[src/rtl/rvfi_check_sequencer.sv]
// Fires a single-shot check strobe when the target instruction order retires on any
// RVFI channel inside the legal cycle window, and keeps sticky fired/missed/timeout status.
module rvfi_check_sequencer #(
  parameter int NRET       = 1,
  parameter int MIN_CYCLES = 5,
  parameter int MAX_CYCLES = 30,
  parameter int REQ_PRED   = 1,
  parameter int CNT_W      = 8,
  localparam int CHAN_W    = (NRET > 1) ? $clog2(NRET) : 1
) (
  input  logic                  clock,
  input  logic                  reset,
  input  logic [NRET-1:0]       rvfi_valid,
  input  logic [64*NRET-1:0]    rvfi_order,
  input  logic [63:0]           target_order,
  output logic                  check,
  output logic [CHAN_W-1:0]     check_chan,
  output logic [CNT_W-1:0]      cycle_cnt,
  output logic                  fired,
  output logic                  missed,
  output logic                  timeout
);

  typedef enum logic [2:0] {
    IDLE,
    WAIT,
    DONE,
    MISSED,
    TIMEOUT
  } state_t;

  localparam logic [CNT_W-1:0] MIN_C = CNT_W'(MIN_CYCLES);
  localparam logic [CNT_W-1:0] MAX_C = CNT_W'(MAX_CYCLES);

  state_t              state;
  logic                pred_seen;
  logic [63:0]         pred_order;
  logic                match;
  logic [CHAN_W-1:0]   match_chan;
  logic                pred_lower;
  logic                pred_before;
  logic                pred_ok;
  logic                in_window;

  // Target-1 with natural 64-bit wrap, so target 0 expects 2^64-1 as predecessor.
  assign pred_order = target_order - 64'd1;

  // Scan channels in ascending order: the first target hit wins, and only
  // predecessor hits on strictly lower channels count as "retired before".
  always_comb begin
    // NOTE: every variable gets a default before the loop so no latch is inferred.
    match       = 1'b0;
    match_chan  = '0;
    pred_lower  = 1'b0;
    pred_before = 1'b0;
    for (int i = 0; i < NRET; i++) begin
      if (rvfi_valid[i] && (rvfi_order[64*i +: 64] == target_order) && !match) begin
        match       = 1'b1;
        match_chan  = CHAN_W'(i);
        pred_before = pred_lower;
      end
      if (rvfi_valid[i] && (rvfi_order[64*i +: 64] == pred_order)) begin
        pred_lower = 1'b1;
      end
    end
  end

  assign pred_ok   = (REQ_PRED == 0) || pred_seen || pred_before;
  assign in_window = (cycle_cnt >= MIN_C);

  // Zero-latency strobe; it depends on registered state so reset kills it at once.
  assign check      = (state == WAIT) && match && in_window && pred_ok;
  assign check_chan = check ? match_chan : '0;

  always_ff @(posedge clock or posedge reset) begin
    if (reset) begin
      state     <= IDLE;
      cycle_cnt <= '0;
      pred_seen <= 1'b0;
      fired     <= 1'b0;
      missed    <= 1'b0;
      timeout   <= 1'b0;
    end else begin
      // NOTE: non-blocking assignments so every register samples pre-edge values.
      if (((state == IDLE) || (state == WAIT)) && (cycle_cnt != MAX_C)) begin
        cycle_cnt <= cycle_cnt + 1'b1;
      end
      case (state)
        IDLE: state <= WAIT;
        WAIT: begin
          if (pred_lower) begin
            pred_seen <= 1'b1;
          end
          if (match) begin
            if (in_window && pred_ok) begin
              state <= DONE;
              fired <= 1'b1;
            end else begin
              state  <= MISSED;
              missed <= 1'b1;
            end
          end else if (cycle_cnt == MAX_C) begin
            state   <= TIMEOUT;
            timeout <= 1'b1;
          end
        end
        default: state <= state;
      endcase
    end
  end

endmodule

[config.mk]
export PLATFORM = sky130hd
export DESIGN_NAME = rvfi_check_sequencer
export DESIGN_NICKNAME = d
export VERILOG_FILES = /design/src/rtl/rvfi_check_sequencer.sv
export SDC_FILE = /design/constraint.sdc
export NUM_CORES = 1
export LEC_CHECK = 0
export ABC_CLOCK_PERIOD_IN_PS = 2100
export BUFFER_PORTS_ARGS = -buffer_cell sky130_fd_sc_hd__buf_2
export CAP_MARGIN = 10
export CORE_MARGIN = 5
export CORE_UTILIZATION = 50
export DETAILED_ROUTE_END_ITERATION = 6
export PLACE_DENSITY_LB_ADDON = 0.3
export SYNTH_ARGS = -nofsm -noshare
export SYNTH_HDL_FRONTEND = slang
export SYNTH_SLANG_ARGS = --single-unit
[constraint.sdc]
create_clock -name clock -period 2.1 [get_ports clock]
set_input_delay 0.315 -clock clock [delete_from_list [all_inputs] [get_ports clock]]
set_output_delay 0.315 -clock clock [all_outputs]
set_load 0.02 [all_outputs]
==> run summary <==
On the final layout, the worst clock skew is 0.00622 ns. The slew at the pin with the worst max-slew slack is 0.705 ns. Entering global routing, the biggest net connects 16 pins. Across the VDD grid, the largest voltage drop is 0.315 mV.

The delay of the slowest cell on the worst path works out to 0.57 ns. Setup repair after global routing could not meet its margin everywhere. For this design the ratio of total power to cell area is 266 mW/mm^2. The share of flip-flops with an asynchronous set or reset after synthesis is 100%, and the sequential area share after synthesis is 10.6%.

For the number of iterations in the first detailed-routing pass, the log shows 6. Summing all placed instances gives a cell area of 0.00555 sq mm. The count of input and output buffers was 142. STA classifies the critical path endpoint as a register.

The final worst slack was -0.271 ns; the normalized max-slew margin was 52.8%. The area growth from synthesis to layout is 70.0%. The final standard cell utilization of the core is 87.7%. The H-tree depth was 1. After synthesis, the cell types taking the most area are xor2_1, xnor2_1, dfrtp_1, nor4_1, nand4_1. The initial antenna violation count came out at 0.

The average instance in the mapped netlist occupies 7.36 sq um. Summed over all instances, the cell type with the most area after synthesis is xor2_1. After detailed routing, the average wire length per cell comes to 19.8 um. The flow ran to the end, but the final reports show violations. Share of the synthesized area in the top cell type: 14.7%. Of all nets on the critical path, the largest fanout is 8. The tool flagged a number of max-cap violations equal to 0. The tools report the number of endpoints with negative hold slack in the final report as 0. The leftover overflow at the end of global routing came out at 0.

The worst min-delay path category was in2async. After clock tree synthesis, the clock-pin slew on the worst setup and hold paths is 0.07 ns. Counting tap cells, the placed design contains a total of 870 instances. Area of the mapped netlist: 0.00352 sq mm. For the area of the core, the log shows 0.00683 sq mm. The count of boundary I/O pins is 144. The clock net in this run drives a total of 15 sinks. Library cell with the highest instance count after synthesis: xor2_1. Measured along the x axis, the die boundary spans 94.0 um. The logs give 17.4 mm for the routed wire length and 2.56 ns for the arrival time reported for the critical path endpoint.

The net count of the finished layout is 922. The logs give 0 for the total inserted antenna cells and 479 for the cell count after synthesis. The finished cells cover 0.00599 sq mm.

The worst setup path is of the in2reg kind. The starting utilization of the core area is 51.6%. The final-layout worst hold slack is 0.115 ns. The commonest cells after synthesis are xor2_1, xnor2_1, nor2_1.

The number of flops mapped to enable cells by yosys came out at 0. The worst path uses 113% of the clock period. Synthesis produced a netlist with a net count of 615. In this run the core area contains 30 standard-cell rows. Yosys printed 0 warnings. The number of global-route vias before repair is 5297. The detail route stage leaves a number of antenna-violating nets equal to 0.

The number of max-slew violations in the final report is 0. The synthesized design contains 15 register bits. The chip height came out at 94.0 um. For this design the static power due to leakage is 2.72 nW.

The logs give 0 for the final routed DRC violation total and 0 for the hold buffer count at cts. The vias per cell is 6.22. The run gives 2 as the count of endpoints failing setup in the final report.

The final reports fail on negative setup slack. The tools report the cell chosen for the clock root as clkbuf_8. The final route contains 5481 vias. For the worst-skew pair, the clock arrives at the later sink with an insertion delay of 0.26 ns. The run gives 37.1% as the overall fraction of global-route tracks in use. The floorplan step defined a die boundary enclosing 0.00883 sq mm. The critical path goes through buf_2 -> or4_4 -> nor3_4 -> nand4_4 -> a2111oi_2 -> o211a_1 -> nand4_1 -> o21bai_1. The kind of launch point of the worst setup path is a primary input. The global placer's final weighted congestion was 1.09. Of the cells placed in the final design, the portion with a size suffix greater than 1 is 48.8%.

For this run, the leading register cell type out of synthesis is dfrtp_1. In this run, distinct cell masters in the synthesized netlist total 63. The first global-routing pass estimated 25.9 mm of wire.

Library cell contributing the largest single delay on the critical path: or4_4. Based on the critical path, the design can be clocked at up to 0.422 GHz. Leaving out filler cells and counting taps, the final layout contains 881. Power comes to 1.59 mW. The data required time at the worst endpoint is 2.29 ns.

The number of clock buffers added by TritonCTS is 3. TritonCTS built the clock tree. No sink is reached through more buffers than the 2 on the longest clock path. The detailed router finished its first iteration with 585 violations.

Detailed placement ended at an HPWL of 14.0 mm. The worst path in the final design needs a cycle of 2.37 ns, including I/O delays and setup.
-- routing by layer --
metal  part of all wire (%)  global-route usage, %  vias to the layer above
met5                      0                      0                        -
met4                    4.9                   15.4                        0
met3                     12                   9.46                      119
met2                     47                   61.6                      432
met1                     37                   45.3                     2505
li1                       -                      -                     2425
-- registers in the layout (all words and copies together), names as in the netlist --
register   cells
fired          1
cycle_cnt      8
pred_ok        1
missed         1
state          3
timeout        1
-- per-stage QoR --
stage	setup TNS [ns]	setup WS, ns
2_1_floorplan	-0.309	-0.309
3_3_place_gp	-1.74	-0.593
3_5_place_dp	-2.02	-0.597
4_1_cts	-0.377	-0.195
5_1_grt	-0.618	-0.351
6_report	-0.436	-0.271
-- cell type report --
class                      count  area [sq um]
fill                         405           841
multi-input combinational    438          3360
clock buffer                   3          41.3
clock inverter                 1          5.00
tap                           96           120
sequential                    15           375
inverter                      13          48.8
timing repair buffer         315          2040
-- worst paths after layout --
check / startpoint / endpoint / slack, ns / depth (start not counted)
setup reg to reg: cycle_cnt[0] / cycle_cnt[7] / 0.22 / 9
min in group clock: missed / missed / 0.47 / 1
max in group asynchronous: reset / cycle_cnt[5] / 1.59 / 2
setup / recovery: target_order[13] / pred_ok / -0.27 / 8
hold / removal: reset / timeout / 0.11 / 2
hold reg to reg: missed / missed / 0.47 / 1
-- layout by cell type, fill, tap and decap left out, types with 3 or more instances in the layout --
cell type  instances
o21ai_0           10
nor2_1            40
xnor2_1           34
ha_1               5
buf_2            138
or2_2              5
xnor2_2            8
nor4_4             7
buf_6              3
nor3_2             5
and4_1             3
a21oi_1           11
o211ai_1           5
mux2i_1            8
nand4_1           32
xor2_1            58
inv_1             12
nand3_1            6
nor3_1            34
nand2_1           35
and3_1             5
a31oi_1            3
o31ai_1            6
nor4_1            26
clkbuf_8           3
or4_1              5
nor4b_1            3
o21bai_1           3
dfrtp_1           15
buf_4            173
nand2b_1           5
or3_1              8
nor4_2            10
-- report_power, final --
part	total, mW	internal (mW)	switching (mW)
Clock	0.249	0.132	0.117
Combinational	1.05	0.491	0.563
Sequential	0.289	0.289	0
-- cells by family after synthesis --
family	synth area share, %
buffers and inverters	3.51
AND/OR/NAND/NOR	42.6
other	0.106
adder cells (fa/ha/maj)	1.77
XOR/XNOR	25.3
multiplexers	2.91
AO/OA/AOI/OAI	13.1
flip-flops	10.6
-- repair_timing --
action                                 4_1_cts  5_1_grt
gates cloned                                 0        0
gates resized for setup                     30       28
endpoints found under the hold margin        0        0
pin swaps                                    4       16
setup buffers                                3        4
setup endpoints to repair                    2        9
-- worst max-delay path, delay by kind of cell --
family | cells | cell delay (ns)
AOI/OAI and AO/OA | 3 | 0.91
buffers and inverters | 1 | 0.11
and+or+nand+nor | 4 | 1.21
Power figures use the tool's default switching activity.
